==> src/rtl/gpio_defaults_serializer_if.sv <==
// Register-side and shift-chain signals of the GPIO defaults serializer.
// The slave modport is the serializer; the master modport is firmware / chain model.
interface gpio_defaults_serializer_if #(
  parameter int NUM_GPIO  = 19,
  parameter int CFG_WIDTH = 13
);
  localparam int IDX_W = (NUM_GPIO > 1) ? $clog2(NUM_GPIO) : 1;

  logic                 start;
  logic                 wr_en;
  logic [IDX_W-1:0]     wr_idx;
  logic [CFG_WIDTH-1:0] wr_data;
  logic [IDX_W-1:0]     rd_idx;
  logic [CFG_WIDTH-1:0] rd_data;
  logic                 wr_err;
  logic                 serial_clock;
  logic                 serial_data;
  logic                 serial_load;
  logic                 busy;
  logic                 done;

  modport slave (
    input  start, wr_en, wr_idx, wr_data, rd_idx,
    output rd_data, wr_err, serial_clock, serial_data, serial_load, busy, done
  );

  modport master (
    output start, wr_en, wr_idx, wr_data, rd_idx,
    input  rd_data, wr_err, serial_clock, serial_data, serial_load, busy, done
  );
endinterface

==> src/rtl/gpio_defaults_serializer.sv <==
// Holds per-pad GPIO configuration words and shifts them, last channel first and
// MSB first, into the daisy-chained pad control blocks, then strobes serial_load.
module gpio_defaults_serializer #(
  parameter int                            NUM_GPIO         = 19,
  parameter int                            CFG_WIDTH        = 13,
  parameter logic [NUM_GPIO*CFG_WIDTH-1:0] GPIO_CONFIG_INIT = {19{13'h0402}},
  parameter int                            CLK_DIV          = 2,
  parameter int                            AUTO_LOAD        = 1
) (
  input  logic                       wb_clk_i,
  input  logic                       wb_rst_i,
  gpio_defaults_serializer_if.slave  bus
);
  localparam int N     = NUM_GPIO * CFG_WIDTH;
  localparam int IDX_W = (NUM_GPIO > 1) ? $clog2(NUM_GPIO) : 1;
  localparam int CNT_W = (N > 1) ? $clog2(N) : 1;
  localparam int DIV_W = (CLK_DIV > 1) ? $clog2(CLK_DIV) : 1;

  typedef enum logic [2:0] {IDLE, SHIFT_LO, SHIFT_HI, LOAD, DONE} state_e;

  state_e               state_q, state_d;
  logic [CNT_W-1:0]     cnt_q, cnt_d;
  logic [DIV_W-1:0]     div_q, div_d;
  logic                 auto_q, auto_d;
  logic [CFG_WIDTH-1:0] cfg_q [NUM_GPIO];
  logic                 sclk_q, sclk_d;
  logic                 sdata_q, sdata_d;
  logic                 sload_q, sload_d;
  logic                 busy_q, busy_d;
  logic                 done_q, done_d;
  logic                 wr_err_q, wr_err_d;

  logic [N-1:0]         image;
  logic                 wr_hit;
  logic [CFG_WIDTH-1:0] rd_word;
  logic                 div_last;

  // Bit k of the flattened image is shifted when the bit counter equals k.
  always_comb begin
    for (int i = 0; i < NUM_GPIO; i++) image[i*CFG_WIDTH +: CFG_WIDTH] = cfg_q[i];
  end

  always_comb begin
    wr_hit  = 1'b0;
    rd_word = '0;
    for (int i = 0; i < NUM_GPIO; i++) begin
      if (bus.wr_idx == IDX_W'(i)) wr_hit = 1'b1;
      if (bus.rd_idx == IDX_W'(i)) rd_word = cfg_q[i];
    end
  end

  assign div_last = (div_q == DIV_W'(CLK_DIV - 1));
  assign wr_err_d = bus.wr_en && (busy_q || !wr_hit);

  always_comb begin
    // NOTE: every variable gets a default first so no path can infer a latch.
    state_d = state_q;
    cnt_d   = cnt_q;
    div_d   = div_q;
    auto_d  = auto_q;
    case (state_q)
      IDLE: begin
        if (bus.start || auto_q) begin
          state_d = SHIFT_LO;
          cnt_d   = CNT_W'(N - 1);
          div_d   = '0;
          auto_d  = 1'b0;
        end
      end
      SHIFT_LO: begin
        div_d = div_q + 1'b1;
        if (div_last) begin
          div_d   = '0;
          state_d = SHIFT_HI;
        end
      end
      SHIFT_HI: begin
        div_d = div_q + 1'b1;
        if (div_last) begin
          div_d = '0;
          if (cnt_q == '0) begin
            state_d = LOAD;
          end else begin
            cnt_d   = cnt_q - 1'b1;
            state_d = SHIFT_LO;
          end
        end
      end
      LOAD: begin
        div_d = div_q + 1'b1;
        if (div_last) begin
          div_d   = '0;
          state_d = DONE;
        end
      end
      DONE:    state_d = IDLE;
      default: state_d = IDLE;
    endcase

    // Outputs are registered from the next state so the chain sees glitch-free strobes.
    sclk_d  = (state_d == SHIFT_HI);
    sload_d = (state_d == LOAD);
    busy_d  = (state_d == SHIFT_LO) || (state_d == SHIFT_HI) || (state_d == LOAD);
    done_d  = (state_d == DONE);
    sdata_d = ((state_d == SHIFT_LO) || (state_d == SHIFT_HI)) ? image[cnt_d] : 1'b0;
  end

  always_ff @(posedge wb_clk_i) begin
    if (wb_rst_i) begin
      state_q  <= IDLE;
      cnt_q    <= '0;
      div_q    <= '0;
      auto_q   <= (AUTO_LOAD != 0);
      sclk_q   <= 1'b0;
      sdata_q  <= 1'b0;
      sload_q  <= 1'b0;
      busy_q   <= 1'b0;
      done_q   <= 1'b0;
      wr_err_q <= 1'b0;
      // NOTE: the config words are real reset state (power-on pad defaults), so
      // this storage is reset explicitly rather than left as uninitialised memory.
      for (int i = 0; i < NUM_GPIO; i++)
        cfg_q[i] <= GPIO_CONFIG_INIT[i*CFG_WIDTH +: CFG_WIDTH];
    end else begin
      // NOTE: non-blocking assignments keep every register sampling pre-edge values.
      state_q  <= state_d;
      cnt_q    <= cnt_d;
      div_q    <= div_d;
      auto_q   <= auto_d;
      sclk_q   <= sclk_d;
      sdata_q  <= sdata_d;
      sload_q  <= sload_d;
      busy_q   <= busy_d;
      done_q   <= done_d;
      wr_err_q <= wr_err_d;
      if (bus.wr_en && !busy_q) begin
        for (int i = 0; i < NUM_GPIO; i++)
          if (bus.wr_idx == IDX_W'(i)) cfg_q[i] <= bus.wr_data;
      end
    end
  end

  assign bus.rd_data      = rd_word;
  assign bus.wr_err       = wr_err_q;
  assign bus.serial_clock = sclk_q;
  assign bus.serial_data  = sdata_q;
  assign bus.serial_load  = sload_q;
  assign bus.busy         = busy_q;
  assign bus.done         = done_q;
endmodule

==> src/flat_wrapper.sv <==
// flat-port wrapper written by rule: the top's interface ports become plain ports
module gpio_defaults_serializer_flat 
#(
  parameter int                            NUM_GPIO         = 19,
  parameter int                            CFG_WIDTH        = 13,
  parameter logic [NUM_GPIO*CFG_WIDTH-1:0] GPIO_CONFIG_INIT = {19{13'h0402}},
  parameter int                            CLK_DIV          = 2,
  parameter int                            AUTO_LOAD        = 1
)
  (wb_clk_i, wb_rst_i, bus_start, bus_wr_en, bus_wr_idx, bus_wr_data, bus_rd_idx, bus_rd_data, bus_wr_err, bus_serial_clock, bus_serial_data, bus_serial_load, bus_busy, bus_done);
  gpio_defaults_serializer_if #(.NUM_GPIO(NUM_GPIO), .CFG_WIDTH(CFG_WIDTH)) bus_i ();
  input  logic wb_clk_i;
  input  logic wb_rst_i;
  input wire logic [$bits(bus_i.start)-1:0] bus_start;
  input wire logic [$bits(bus_i.wr_en)-1:0] bus_wr_en;
  input wire logic [$bits(bus_i.wr_idx)-1:0] bus_wr_idx;
  input wire logic [$bits(bus_i.wr_data)-1:0] bus_wr_data;
  input wire logic [$bits(bus_i.rd_idx)-1:0] bus_rd_idx;
  output wire logic [$bits(bus_i.rd_data)-1:0] bus_rd_data;
  output wire logic [$bits(bus_i.wr_err)-1:0] bus_wr_err;
  output wire logic [$bits(bus_i.serial_clock)-1:0] bus_serial_clock;
  output wire logic [$bits(bus_i.serial_data)-1:0] bus_serial_data;
  output wire logic [$bits(bus_i.serial_load)-1:0] bus_serial_load;
  output wire logic [$bits(bus_i.busy)-1:0] bus_busy;
  output wire logic [$bits(bus_i.done)-1:0] bus_done;
  assign bus_i.start = bus_start;
  assign bus_i.wr_en = bus_wr_en;
  assign bus_i.wr_idx = bus_wr_idx;
  assign bus_i.wr_data = bus_wr_data;
  assign bus_i.rd_idx = bus_rd_idx;
  assign bus_rd_data = bus_i.rd_data;
  assign bus_wr_err = bus_i.wr_err;
  assign bus_serial_clock = bus_i.serial_clock;
  assign bus_serial_data = bus_i.serial_data;
  assign bus_serial_load = bus_i.serial_load;
  assign bus_busy = bus_i.busy;
  assign bus_done = bus_i.done;
  gpio_defaults_serializer #(.NUM_GPIO(NUM_GPIO), .CFG_WIDTH(CFG_WIDTH), .GPIO_CONFIG_INIT(GPIO_CONFIG_INIT), .CLK_DIV(CLK_DIV), .AUTO_LOAD(AUTO_LOAD)) u_core (.wb_clk_i(wb_clk_i), .wb_rst_i(wb_rst_i), .bus(bus_i));
endmodule
==> config.mk <==
export PLATFORM = sky130hd
export DESIGN_NAME = gpio_defaults_serializer_flat
export DESIGN_NICKNAME = d
export VERILOG_FILES = /design/src/rtl/gpio_defaults_serializer_if.sv /design/src/rtl/gpio_defaults_serializer.sv /design/src/flat_wrapper.sv
export SDC_FILE = /design/constraint.sdc
export NUM_CORES = 1
export LEC_CHECK = 0
export ABC_AREA = 0
export CORE_MARGIN = 2
export CORE_UTILIZATION = 55
export CTS_CLUSTER_DIAMETER = 50
export DETAILED_ROUTE_END_ITERATION = 16
export HOLD_SLACK_MARGIN = 0.1
export PLACE_DENSITY_LB_ADDON = 0.15
export SKIP_CTS_REPAIR_TIMING = 1
export SLEW_MARGIN = 20
export SYNTH_ARGS = -nofsm -noshare
export SYNTH_HDL_FRONTEND = slang
export SYNTH_SLANG_ARGS = --single-unit
==> constraint.sdc <==
create_clock -name wb_clk_i -period 4.1 [get_ports wb_clk_i]
set_input_delay 0.82 -clock wb_clk_i [delete_from_list [all_inputs] [get_ports wb_clk_i]]
set_output_delay 0.82 -clock wb_clk_i [all_outputs]
set_load 0.01 [all_outputs]
After elaboration in Yosys (flattened, before gate mapping):

Memory sizes are Yosys's and may differ from the RTL's.
Cells that the tools add are included.

* add/subtract/negate cells: 2
* $mul: 0
* divide/modulo/power cells: 0
* magnitude comparators: 1
* eq/ne operators: 44
* shift-type cells: 0
* multiplexer cells: 149
* bitwise gates (word level): 20
* reduce and logical (&&, ||, !) cells: 17

Operators by type and width (count)
* $mux W13: 38
* $mux W1: 99
* $eq A5 B4 Y1 const B: 16
* $eq A5 B3 Y1 const B: 8
* $eq A5 B5 Y1 const B: 6
* $mux W8: 3
* $eq A5 B2 Y1 const B: 4
* $or A1 B1 Y1: 19
* $pmux W8 S2: 1
* $eq A3 B2 Y1 const B: 4
* $mux W3: 4
* $pmux W3 S4: 1
* $eq A5 B1 Y1 const B: 2
* $logic_not A5 Y1: 2
* $lt A8 B9 Y1 const B: 1
* $bmux W1 S8: 1
* $logic_not A8 Y1: 1
* $sub A8 B1 Y8 const B: 1
* $eq A3 B1 Y1 const B: 2
* $logic_or A1 B1 Y1: 4
* $reduce_and A2 Y1: 2
* $eq A3 B3 Y1 const B: 1
* $logic_not A3 Y1: 1
* $reduce_or A3 Y1: 1
* other kinds (9): 11

* flip-flop bits (word level): 19
* latch bits: 0
* RAM bits: 247
* ROM bits: 0
* output and inout port bits: 19
* logic and storage cells: 244
* memories kept: 1

Memories
* u_core.cfg_q: depth 19, bits a word 13, read ports 19, clocked after Yosys merged registers in 0, write ports 19, line gpio_defaults_serializer.sv:25 `logic [CFG_WIDTH-1:0] cfg_q [NUM_GPIO];`

Longest topological paths before layout:

Gate-level depths: netlist of run 1.

* word-level depth: 23
* mapped depth: 15
* gate-level depth less buffers: 12

Worst setup path after synthesis of run 1:

Ideal clock, no wire load.

* kind: input-to-output
* from: in bus_rd_idx[1]
* to: out bus_rd_data[1]
* arrival: 3057 ps
* required time: 3280 ps
* slack: 223 ps
* stages on the path: 12
* path buffers: 2
* path through: clkbuf_1 -> or3b_2 -> clkbuf_1 -> nor2_1 -> a22oi_1 -> nand4b_1 -> a221oi_1 -> nor3_1 -> a211oi_1 -> or3_1 -> a31oi_1 -> a21o_1

* cells in the longest elaborated chain, start to end: 20
* elaborated cells on any way between the ends: 38
* those cells by class: 18 x eq/ne; 19 x mux; 1 x reduce/logical

Ends and longest elaborated chain
* start: declaration: line flat_wrapper.sv:18 `input wire logic [$bits(bus_i.rd_idx)-1:0] bus_rd_idx;`
* $logic_not A5 Y1: line gpio_defaults_serializer.sv:48 `if (bus.rd_idx == IDX_W'(i)) rd_word = cfg_q[i];`
* $mux W13 (18 in series): line gpio_defaults_serializer.sv:48
* $mux W13 (*): line gpio_defaults_serializer.sv:48
* end: declaration: line flat_wrapper.sv:19 `output wire logic [$bits(bus_i.rd_data)-1:0] bus_rd_data;`

Mark *: on every way between the ends. The rest lies on a longest branch, timed or not.

Final worst setup path of run 1:

* from: in bus_rd_idx[0]
* to: out bus_rd_data[12]

The elaborated chain is that of the path after synthesis.

==> results.sh, run 1 <==
export IMPL_start_util_pct=55.5
export IMPL_critPathMaxFanout=8
export IMPL_crit_path_start_kind="input port"
export IMPL_met2_usage_pct=60.4
export IMPL_setup_tns_ps=0
export IMPL_detailedPlacementHpwl_um=39200
export IMPL_syn_avg_cell_area_um2=9.69
export IMPL_synth_xor_area_share_pct=0
export IMPL_portBuffers=45
export IMPL_cap_violations=0
export IMPL_irDropWorstVdd_mv=0.460
export IMPL_timing_fmax_mhz=247
export IMPL_synthMuxAreaShare_pct=3.29
export IMPL_synth_cells=1481
export IMPL_cts_buffer_depth=3
export IMPL_n_antenna_cell=0
export IMPL_cts_sinks=266
export IMPL_clk_latency_ps=510
export IMPL_slew_limit_headroom_pct=30.1
export IMPL_cts_buffers_inserted=34
export IMPL_synth_ff_type="edfxtp_1"
export IMPL_status="complete, no violations"
export IMPL_syn_num_nets=1510
export IMPL_viasPerCell=6.81
export IMPL_die_area_um2=27400
export IMPL_area_delta_synth_final_pct=22.6
export IMPL_grt_overflow=0
export IMPL_yosys_warnings=0
export IMPL_hold_viol=0
export IMPL_row_count=59
export IMPL_die_h_um=166
export IMPL_netlist_area_um2=14300
export IMPL_yosysMostFrequentCell="nor2_1"
export IMPL_synth_compound_area_share_pct=14.0
export IMPL_setup_violations_final=0
export IMPL_place_congestion=1.08
export IMPL_ys_seq_area_share_pct=54.4
export IMPL_drt_antenna_violating_nets=0
export IMPL_synth_cell_types=81
export IMPL_grt_max_degree=52
export IMPL_tightest_slew_ps=1050
export IMPL_hold_path_class="reg -> reg"
export IMPL_cts_max_level=2
export IMPL_synth_adder_area_share_pct=0.174
export IMPL_drt_pass1_iterations=7
export IMPL_wl_um=56200
export IMPL_powerDensity_nw_per_um2=433
export IMPL_crit_chain="clkbuf_2, buf_4, nand3b_1, nor2_1, buf_4, buf_4, buf_4, a22oi_1, nand3_1, o221ai_1, and3_1, nand3_1, o21ai_0, nand3_1, dlymetal6s2s_1"
export IMPL_drt_initial_drc_count=2258
export IMPL_leakage_nw=6.69
export IMPL_fin_crit_sh_pct=98.7
export IMPL_grt_pass1_wl_um=79900
export IMPL_critPathMostFrequentCell="buf_4"
export IMPL_finClkSkew_ps=9.35
export IMPL_crit_type="in -> out"
export IMPL_crit_required_ps=3280
export IMPL_via_count=13500
export IMPL_final_util_pct=68.1
export IMPL_synth_top_area_cell="edfxtp_1"
export IMPL_avgRoutedWirePerCell_um=28.4
export IMPL_ioPinCount=46
export IMPL_yosys_area_share_simple_pct=23.5
export IMPL_synth_edf_count=247
export IMPL_final_seq_area_um2=7800
export IMPL_drive_above_1_share_pct=20.3
export IMPL_grt_use_met1_pct=56.0
export IMPL_cts_tree="built"
export IMPL_critPathCaptureType="output port"
export IMPL_slew_viol_final=0
export IMPL_fin_crit_ps=4050
export IMPL_slowest_stage="and3_1"
export IMPL_grt_pass1_vias=12300
export IMPL_core_area_um2=25800
export IMPL_busiest_layer="met2"
export IMPL_grt_use_met3_pct=11.7
export IMPL_grtUsageTotal_pct=40.9
export IMPL_critPathArrivalTime_ps=3230
export IMPL_synth_async_reset_ratio_pct=0
export IMPL_n_fill_cell=2050
export IMPL_path_clk_slew_ps=50
export IMPL_antenna_found_initial=0
export IMPL_synth_top_family_by_area="simple AND/OR/NAND/NOR gates"
export IMPL_yosysTopAreaCellShare_pct=51.7
export IMPL_synth_area_top_cells="edfxtp_1 52%, nor2_1 7.4%, nand2_1 5.6%"
export IMPL_layout_nets=1650
export IMPL_drc_errors=0
export IMPL_root_buffer="clkbuf_16"
export IMPL_cpPeakStageDelay_ps=270
export IMPL_multi_input_comb_area_um2=6210
export IMPL_dieWidth_um=166
export IMPL_ys_ff_latch=266
export IMPL_synth_common_cells="283 x nor2_1, 247 x edfxtp_1, 213 x nand2_1"
[layout make-up]
class                           instances  area share [%]
Multi-Input combinational cell       1077            35.3
Sequential cell                       266            44.3
Inverter                               20           0.427
Tap cell                              335            2.38
Clock inverter                         18            1.42
Timing Repair Buffer                  222            10.7
Clock buffer                           44            5.47
[cells in the final DEF (no fill, tap or decap), types with 23 or more instances in the layout]
cell	n
clkbuf_16	37
nand4_1	23
mux2i_1	37
nand2_1	207
nor2_1	277
clkdlybuf4s50_1	26
nand3_1	90
nand2b_1	30
a31oi_1	23
o21ai_0	24
a21oi_1	45
buf_4	166
a22oi_1	36
edfxtp_1	247
o22ai_1	29
[layer usage]
| metal | vias to the layer above | share of wire, % |
|---|---|---|
| met4 | 0 | 5.3 |
| met5 | - | 0 |
| met2 | 1141 | 43 |
| met3 | 248 | 15 |
| li1 | 5729 | - |
| met1 | 6383 | 37 |
[sequential cells by signal, indices dropped and copies added, names as in the netlist]
register                 cells
u_core.cfg_q               247
u_core.cnt_q                 8
u_core.state_q               3
u_core.auto_q                1
u_core.bus.busy              1
u_core.bus.done              1
u_core.bus.serial_clock      1
u_core.bus.serial_data       1
u_core.bus.serial_load       1
u_core.bus.wr_err            1
u_core.div_last              1
[stage by stage]
step | setup WS [ps] | cell area [µm²] | hold slack (ps) | total power, W | instances
CTS | -1100 | 17200 | 516 | 0.00752 | 1972
finish | 52.7 | 17600 | 516 | 0.00762 | 1982
global route | -22.6 | 17600 | 528 | 0.00777 | 1982
detailed placement | -1130 | 16000 | 505 | 0.00440 | 1910
global placement | -938 | 16000 | 482 | 0.00440 | 1910
floorplan | 223 | 14300 | 462 | 0.00382 | 1481
[final timing paths]
| path | startpoint | endpoint | slack (ps) | depth (start not counted) |
|---|---|---|---|---|
| setup reg to reg | u_core.cnt_q[0] | u_core.bus.serial_data | 200 | 12 |
| hold reg to reg | u_core.auto_q | u_core.auto_q | 520 | 1 |
| setup / recovery | bus_rd_idx[0] | bus_rd_data[12] | 50 | 15 |
| hold / removal | u_core.auto_q | u_core.auto_q | 520 | 1 |
[report_power, final]
group          switching, W  leakage [nW]  internal, W  total (W)
Sequential         0.000116          2.58      0.00307    0.00319
Combinational      0.000811          3.51     0.000445    0.00126
Clock               0.00119         0.591      0.00199    0.00318
Total               0.00211          6.69      0.00551    0.00762
[critical path, delay by kind of cell]
family          cells  cell delay [ps]
buf+inv             6              950
compound gates      3              540
simple gates        6              910
[cells by family after synthesis]
group / after synthesis
DFF: 266
and+or+nand+nor: 744
adders and majority gates: 2
buffers and inverters: 138
AOI/OAI and AO/OA: 286
muxes: 45
Note: power is estimated with default switching activity, not from simulation.
==> run 2: changes to the inputs <==
--- a/config.mk
+++ b/config.mk
@@ -13,6 +13,7 @@
 export HOLD_SLACK_MARGIN = 0.1
 export PLACE_DENSITY_LB_ADDON = 0.15
 export SKIP_CTS_REPAIR_TIMING = 1
+export SKIP_LAST_GASP = 1
 export SLEW_MARGIN = 20
 export SYNTH_ARGS = -nofsm -noshare
 export SYNTH_HDL_FRONTEND = slang
==> run 2 against run 1 <==
Effect of this change:
- register-to-register slack better by 20 ps
- core utilization stayed put
- first-iteration DRC count is 0.35% higher
- via count is 0.26% lower
- setup slack better by 3.7 ps
- total power hardly changed
- critical path type unchanged
- critical endpoint is now bus_rd_data[3]
- highest routed layer is now met5
==> results.sh, run 2 (synthesis gave the netlist of run 1 again) <==
export IMPL_critPathMaxFanout=6
export IMPL_dieWidth_um=166
export IMPL_timing_fmax_mhz=247
export IMPL_final_area_um2=17600
export IMPL_die_area_um2=27400
export IMPL_start_util_pct=55.5
export IMPL_fin_hold_ws_ps=516
export IMPL_finClkSkew_ps=10.6
export IMPL_setup_tns_ps=0
export IMPL_grt_overflow=0
export IMPL_avgRoutedWirePerCell_um=28.4
export IMPL_ioPinCount=46
export IMPL_drt_antenna_violating_nets=0
export IMPL_cap_violations=0
export IMPL_viasPerCell=6.79
export IMPL_top_register="u_core.cfg_q"
export IMPL_critPathCaptureType="output port"
export IMPL_hold_path_cell_count=1
export IMPL_slew_limit_headroom_pct=31.1
export IMPL_layout_nets=1650
export IMPL_fin_crit_sh_pct=98.6
export IMPL_drc_errors=0
export IMPL_grt_max_degree=52
export IMPL_rr_endpoint="u_core.bus.serial_data"
export IMPL_crit_chain="buf_2, or3_4, buf_4, nor2_1, buf_4, buf_4, buf_4, a222oi_1, a31oi_1, a211oi_1, o21ai_0, buf_4, o22ai_2, o211ai_1, dlymetal6s2s_1"
export IMPL_irDropWorstVdd_mv=0.459
export IMPL_row_count=59
export IMPL_cpPeakStageDelay_ps=290
export IMPL_root_buffer="clkbuf_16"
export IMPL_final_seq_area_um2=7800
export IMPL_n_fill_cell=2050
export IMPL_rrSetupSlack_ps=220
export IMPL_cts_buffer_depth=3
export IMPL_path_clk_slew_ps=50
export IMPL_grtUsageTotal_pct=40.9
export IMPL_portBuffers=45
export IMPL_slew_viol_final=0
export IMPL_crit_required_ps=3280
export IMPL_r2r_cells=12
export IMPL_drive_above_1_share_pct=20.3
export IMPL_leakage_nw=6.69
export IMPL_hold_viol=0
export IMPL_hold_start="u_core.auto_q"
export IMPL_cts_sinks=266
export IMPL_critPathMostFrequentCell="buf_4"
export IMPL_grt_pass1_vias=12300
export IMPL_via_count=13500
export IMPL_cts_tree="built"
export IMPL_fin_crit_ps=4040
export IMPL_worstReg2RegStart="u_core.cnt_q[0]"
export IMPL_layout_commonest_cell="nor2_1"
export IMPL_critPathArrivalTime_ps=3220
export IMPL_final_util_pct=68.1
export IMPL_cts_max_level=2
export IMPL_clk_latency_ps=520
export IMPL_core_area_um2=25800
export IMPL_place_congestion=1.08
export IMPL_status="complete, no violations"
export IMPL_hold_end="u_core.auto_q"
export IMPL_hold_path_class="reg -> reg"
export IMPL_place_area_um2=16000
export IMPL_n_antenna_cell=0
export IMPL_cts_buffers_inserted=34
export IMPL_largest_register_ff_count=247
export IMPL_area_delta_synth_final_pct=22.6
export IMPL_drt_initial_drc_count=2266
export IMPL_top_regs="u_core.cfg_q x247, u_core.cnt_q x8, u_core.state_q x3"
export IMPL_slowest_stage="a222oi_1"
export IMPL_die_h_um=166
export IMPL_final_cell_mix="277 x nor2_1, 247 x edfxtp_1, 207 x nand2_1, 166 x buf_4, 90 x nand3_1"
export IMPL_wl_um=56200
export IMPL_powerDensity_nw_per_um2=433
export IMPL_rsz0062_at_grt="true"
export IMPL_tightest_slew_ps=1030
export IMPL_detailedPlacementHpwl_um=39200
export IMPL_multi_input_comb_area_um2=6210
export IMPL_crit_path_start_kind="input port"
export IMPL_power_total_w=0.00762
export IMPL_setup_violations_final=0
export IMPL_drt_pass1_iterations=9
export IMPL_crit_type="in -> out"
export IMPL_grt_pass1_wl_um=79900
export IMPL_antenna_found_initial=0
==> run 2: cell counts in the layout (fill, tap and decap cells not counted) <==
No cell type changed its count.
==> run 2: where the power goes <==
group,switching (W),internal (W)
Combinational,0.000809,0.000445
Sequential,0.000116,0.00307
Clock,0.00119,0.00199
==> run 2: how the worst max path moves through the flow <==
stage / start / to
3_5_place_dp: bus_rd_idx[0] / bus_rd_data[7]
6_report: bus_rd_idx[4] / bus_rd_data[3]
5_1_grt: bus_rd_idx[4] / bus_rd_data[2]
2_1_floorplan: bus_rd_idx[1] / bus_rd_data[1]
3_3_place_gp: bus_rd_idx[0] / bus_rd_data[7]
4_1_cts: bus_rd_idx[0] / bus_rd_data[7]
==> run 2: metrics by stage <==
step,cells,setup slack [ps]
6_report,1982,56.3
5_1_grt,1982,-22.6
3_3_place_gp,1910,-938
2_1_floorplan,1481,223
3_5_place_dp,1910,-1130
4_1_cts,1972,-1100
==> run 2: cell type report <==
cell class / instances / area share, %
flip-flops and latches: 266 / 44.3
multi-input cells: 1077 / 35.3
repair buffers: 222 / 10.7
clock buffers: 44 / 5.47
well taps: 335 / 2.38
clock inverters: 18 / 1.42
inverters: 20 / 0.427
==> run 2: worst max-delay path: cells and delay by family <==
family,cells,cell delay (ps)
AO/OA/AOI/OAI,6,1160
buffers and inverters,7,1060
AND/OR/NAND/NOR,2,190
==> run 2: routing by layer <==
metal  share of wire [%]  track usage, %  up-vias
li1                    -               -     5726
met5               0.068               0        -
met1                  37            56.0     6364
met3                  14            11.7      238
met2                  43            60.4     1136
met4                 5.3            18.6        2
